`config.mk`:
```
export PLATFORM = sky130hd
export DESIGN_NAME = hazard_control_unit
export DESIGN_NICKNAME = d
export VERILOG_FILES = /design/src/rtl/hazard_pkg.sv /design/src/rtl/hazard_scoreboard.sv /design/src/rtl/hazard_control_unit.sv
export SDC_FILE = /design/constraint.sdc
export NUM_CORES = 1
export LEC_CHECK = 0
export CELL_PAD_IN_SITES_DETAIL_PLACEMENT = 1
export CELL_PAD_IN_SITES_GLOBAL_PLACEMENT = 1
export CORE_ASPECT_RATIO = 0.6
export CORE_UTILIZATION = 36
export DETAILED_ROUTE_END_ITERATION = 10
export PLACE_DENSITY = 0.87
export SLEW_MARGIN = 20
export SYNTH_ARGS = -nofsm -noshare
export SYNTH_HDL_FRONTEND = slang
export SYNTH_SLANG_ARGS = --single-unit
```
`constraint.sdc`:
```
create_clock -name clk -period 2.65 [get_ports clk]
set_clock_uncertainty 0.1 [all_clocks]
set_input_delay 0.53 -clock clk [delete_from_list [all_inputs] [get_ports clk]]
set_output_delay 0.53 -clock clk [all_outputs]
set_load 0.005 [all_outputs]
```
`src/rtl/hazard_pkg.sv`:
```
// hazard_pkg: shared scoreboard entry type, FSM encodings and forward-select constants.
package hazard_pkg;
   localparam int MAX_AW = 8;
   localparam int FWD_RF = 0;
   typedef enum logic [1:0] {RUN = 2'd0, HAZARD = 2'd1, FREEZE = 2'd2} hazState_t;
   typedef struct packed {
      logic              valid;
      logic [MAX_AW-1:0] rd;
      logic              wr;
      logic              isLoad;
   } sbEntry_t;
endpackage

```
`src/rtl/hazard_scoreboard.sv`:
```
// hazard_scoreboard: shift register of in-flight instructions after ID, held while frozen.
module hazard_scoreboard
   import hazard_pkg::*;
#(
   parameter int DEPTH = 3
) (
   input  logic                 clk,
   input  logic                 rst_n,
   input  logic                 freeze,
   input  sbEntry_t             entryIn,
   output sbEntry_t [DEPTH-1:0] entries
);
   always_ff @(posedge clk) begin
      if (!rst_n) begin
         entries <= '0;
      end else if (!freeze) begin
         entries[0] <= entryIn;
         for (int k = 1; k < DEPTH; k++) entries[k] <= entries[k-1];
      end
   end
endmodule

```
`src/rtl/hazard_control_unit.sv`:
```
// hazard_control_unit: stall/bubble/flush/forward control; operand forwarding enabled by HAZARD_FORWARDING_EN.
module hazard_control_unit
   import hazard_pkg::*;
#(
   parameter int REG_AW      = 3,
   parameter int TRACK_DEPTH = 3,
   parameter int CNT_W       = 16,
   localparam int FW         = $clog2(TRACK_DEPTH + 1)
) (
   input  logic              clk,
   input  logic              rst_n,
   input  logic              id_valid,
   input  logic [REG_AW-1:0] id_rs1,
   input  logic [REG_AW-1:0] id_rs2,
   input  logic              id_rs1_used,
   input  logic              id_rs2_used,
   input  logic [REG_AW-1:0] id_rd,
   input  logic              id_rd_wr,
   input  logic              id_is_load,
   input  logic              id_branch_taken,
   input  logic              mem_busy,
   output logic              stall,
   output logic              bubble,
   output logic              pc_src,
   output logic              kill,
   output logic [FW-1:0]     fwd_a,
   output logic [FW-1:0]     fwd_b,
   output logic [1:0]        state,
   output logic [CNT_W-1:0]  stall_cnt
);
   sbEntry_t [TRACK_DEPTH-1:0] entries;
   sbEntry_t                   entryIn;
   logic [TRACK_DEPTH-1:0]     m1, m2;
   logic                       hazard;
   hazState_t                  stateReg, nextState;

   hazard_scoreboard #(.DEPTH(TRACK_DEPTH)) scoreboard (
      .clk(clk), .rst_n(rst_n), .freeze(mem_busy), .entryIn(entryIn), .entries(entries)
   );

   always_comb begin
      m1 = '0;
      m2 = '0;
      for (int k = 0; k < TRACK_DEPTH; k++) begin
         m1[k] = id_valid & id_rs1_used & entries[k].valid & entries[k].wr & (entries[k].rd == MAX_AW'(id_rs1));
         m2[k] = id_valid & id_rs2_used & entries[k].valid & entries[k].wr & (entries[k].rd == MAX_AW'(id_rs2));
      end
   end

`ifdef HAZARD_FORWARDING_EN
   logic [TRACK_DEPTH-1:0] f1, f2;

   // Lowest index wins: the youngest in-flight producer holds the newest value.
   function automatic logic [FW-1:0] pickFwd(input logic [TRACK_DEPTH-1:0] m);
      pickFwd = FW'(FWD_RF);
      for (int k = TRACK_DEPTH - 1; k >= 0; k--) if (m[k]) pickFwd = FW'(k + 1);
   endfunction

   always_comb begin
      f1 = m1;
      f2 = m2;
      f1[0] = m1[0] & ~entries[0].isLoad;
      f2[0] = m2[0] & ~entries[0].isLoad;
      hazard = rst_n & entries[0].isLoad & (m1[0] | m2[0]);
      fwd_a = rst_n ? pickFwd(f1) : FW'(FWD_RF);
      fwd_b = rst_n ? pickFwd(f2) : FW'(FWD_RF);
   end
`else
   always_comb begin
      hazard = rst_n & (|m1 | |m2);
      fwd_a = FW'(FWD_RF);
      fwd_b = FW'(FWD_RF);
   end
`endif

   // A freeze overrides a pending hazard; the hazard is seen again once memory releases.
   always_comb begin
      stall = rst_n & (mem_busy | hazard);
      bubble = rst_n & ~mem_busy & hazard;
      pc_src = rst_n & id_valid & id_branch_taken & ~stall;
      kill = pc_src;
      entryIn = '{valid: id_valid & ~stall, rd: MAX_AW'(id_rd), wr: id_rd_wr, isLoad: id_is_load};
   end

   always_ff @(posedge clk) stateReg <= !rst_n ? RUN : nextState;

   always_comb nextState = mem_busy ? FREEZE : hazard ? HAZARD : RUN;

   always_comb state = stateReg;

   always_ff @(posedge clk) begin
      if (!rst_n) stall_cnt <= '0;
      else if (stall && !(&stall_cnt)) stall_cnt <= stall_cnt + CNT_W'(1);
   end
endmodule

```
==> metrics.txt <==
R2R cell count 11; worst path required time 2020 ps; RR Startpoint scoreboard.entries[26]$_SDFFE_PN0N_; Fin. Hold Viols 0; leak pwr 1.084 nW; clk_lat worst skew 290 ps; DR pass1 iterations 4; main combinational cell family by area after synthesis simple AND/OR/NAND/NOR gates; Core Util, Final 54.10%; Tot Pwr 1.057 mW; initial core utilization 37.74%; drc violations 0; Seq/Total Area, Yosys 37.96%; Compound-Gate Fraction of Synth Area 3.954%; post-route setup slack 69.11 ps; Area contributors post-synth dfxtp_1 38%, mux2i_1 14%, xor2_1 9.1%; post-route ant nets 0; GPL Wtd Cong 0.8583; Avg Cell Area, Syn 8.971 um2; share of cells above drive strength 1 29.55%; I/O Pins 44; most common library cells after synthesis 33 x dfxtp_1, 25 x mux2i_1, 18 x nand2_1, 18 x xor2_1, 17 x nor2_1; run status finished, final reports clean; post-synth top area share 37.96%; Max rail drop VDD 183.1 uV; worst slack, placed -718.6 ps; Root Driver clkbuf_8; HP Class reg2reg; initial antenna violation count 0; EDFF count, synth 0; CTS Buf Count 5; Yosys reg bits 33; WS Path Type in2out; GRT Util Overall 23.09%; CTS sink cnt 33; crit path DAT 1950 ps; core area 4612 um2; fin nets 265; YS warnings 0; FMAX 0.3875 GHz; gr ovfl total 0; Post-Syn Area 1740 um2; H-Tree Depth 2; max_cap viols 0; Placed Area 2242 um2; number of global-route vias before repair 1,687; first-pass GRT wire length 8.921 mm; top_reg_cell synth dfxtp_1; startpoint types primary input; die area 5126 um2; adder-cell area share of the yosys netlist 0.7189%; PortBufs 38; Die Y 55.86 um; vias 1,655; ys async rst share 0%; Final setup viols 0; worst setup path start id_rs2_used; floorplan row count 19; largest net degree at the start of global routing 19; min cycle time layout 2581 ps; mux share of post-synthesis cell area 14.38%; area growth from synthesis to layout 43.35%; worst setup path end kill; Final Cycle Share 97.39%; ant diodes 0; worst-path fanout max 3; Worst R2R Setup Slack 320 ps; Design Area, Final 2495 um2; Routed WL 6.071 mm; clk slew on worst S/H paths 60 ps; DP Wirelength 3.566 mm; r2r endpoint stall_cnt[1]$_SDFFE_PN0P_; clock tree buffer depth 2; cell taking the most area after synthesis dfxtp_1; vias per cell 5.339; Post-Synthesis Cells 194; pwr/cell area 423.6 nW/um2; CP endpoint kind output port; Slew Limit Fails 0; synth unique cells 33; Simple-Gate Fraction of Synth Area 28.11%; most common cell in the netlist dfxtp_1; WL/cell 19.58 um; CTS tree done; Synth Area in XOR/XNOR 9.561%; initial drt markers 86; Die X 91.77 um
[kinds of logic (layout without fill, tap and decap cells)]
family          count (synthesis)  count (layout)
fa+ha+maj                       1               1
buf+inv                        16              66
mux                            25              25
xor+xnor                       19              19
simple gates                   89              89
flops                          33              33
other cells                     1               4
compound gates                 10              10
[flip-flops by register name, indices dropped and copies added (netlist names)]
register	cells
scoreboard.entries	15
stall_cnt	16
state	2
[worst min path at each step]
stage,from,to,cells after the start
floorplan,stall_cnt[11]$_SDFFE_PN0P_,stall_cnt[11]$_SDFFE_PN0P_,2
global placement,stall_cnt[6]$_SDFFE_PN0P_,stall_cnt[6]$_SDFFE_PN0P_,2
detailed placement,stall_cnt[11]$_SDFFE_PN0P_,stall_cnt[11]$_SDFFE_PN0P_,2
CTS,stall_cnt[11]$_SDFFE_PN0P_,stall_cnt[11]$_SDFFE_PN0P_,2
global route,stall_cnt[6]$_SDFFE_PN0P_,stall_cnt[6]$_SDFFE_PN0P_,2
finish,stall_cnt[10]$_SDFFE_PN0P_,stall_cnt[10]$_SDFFE_PN0P_,2
[worst max-delay path, cell delays in order]
cell and delay, ps:
clkdlybuf4s15_1 230, nand4_1 230, nor4_4 80, nor4_4 300, and2_4 200, nand2_2 60
nor2_2 80, dlygate4sd2_1 240
[repair_timing]
action / in CTS / in global routing
pin swaps: 14 / 14
hold buffers: 0 / 0
resized for setup: 41 / 43
setup buffers: 3 / 1
endpoints found under the setup margin: 4 / 4
[final cells by class]
type,instances,area [um2]
repair buffers,56,465.4
clock inverters,2,10.01
well taps,63,78.83
fillers,544,2117
flip-flops and latches,33,679.4
inverters,2,7.507
multi-input cells,148,1181
clock buffers,6,72.57
[metrics by stage]
stage | cells | TNS [ps] | hold slack [ps]
after global routing | 310 | -45.74 | 434.3
after floorplan | 197 | 0 | 370.3
after global placement | 299 | -2439 | 371.9
after CTS | 310 | -26.51 | 400.7
final | 310 | 0 | 406.5
after detailed placement | 299 | -3179 | 388.8
[cells in the final DEF, fill, tap and decap left out, types with 2 or more instances in the layout]
cell type,Yosys,final
mux2i_1,25,25
clkdlybuf4s50_1,0,25
dfxtp_1,33,22
buf_4,5,19
nand2_1,18,17
nand4_1,15,15
nor2_1,17,15
xor2_2,0,12
nand2b_1,11,11
dfxtp_2,0,9
xor2_1,18,6
and3_1,6,6
nor4_4,0,5
clkbuf_8,0,5
buf_2,2,5
conb_1,1,4
clkbuf_2,0,4
nor3_1,4,3
nand3_1,3,3
nor4_2,3,2
nor2_2,0,2
and4_1,2,2
and2_1,3,2
o21ai_1,2,2
a21oi_1,2,2
o21a_1,2,2
clkinv_2,0,2
dlygate4sd2_1,0,2
dfxtp_4,0,2
[report_power, final]
group	leakage [nW]	internal (mW)	switching, mW
clock network	0.0450	0.182	0.189
logic	0.765	0.0722	0.0852
registers	0.273	0.509	0.0195
[metal layers]
layer,global-route usage (%),up-vias,wire length [um]
li1,-,765,-
met1,30.98,818,2668
met3,6.148,21,353
met4,8.482,0,209
met5,0,-,0
met2,35.88,51,2839
No activity file was read; power rests on OpenSTA's default activity.
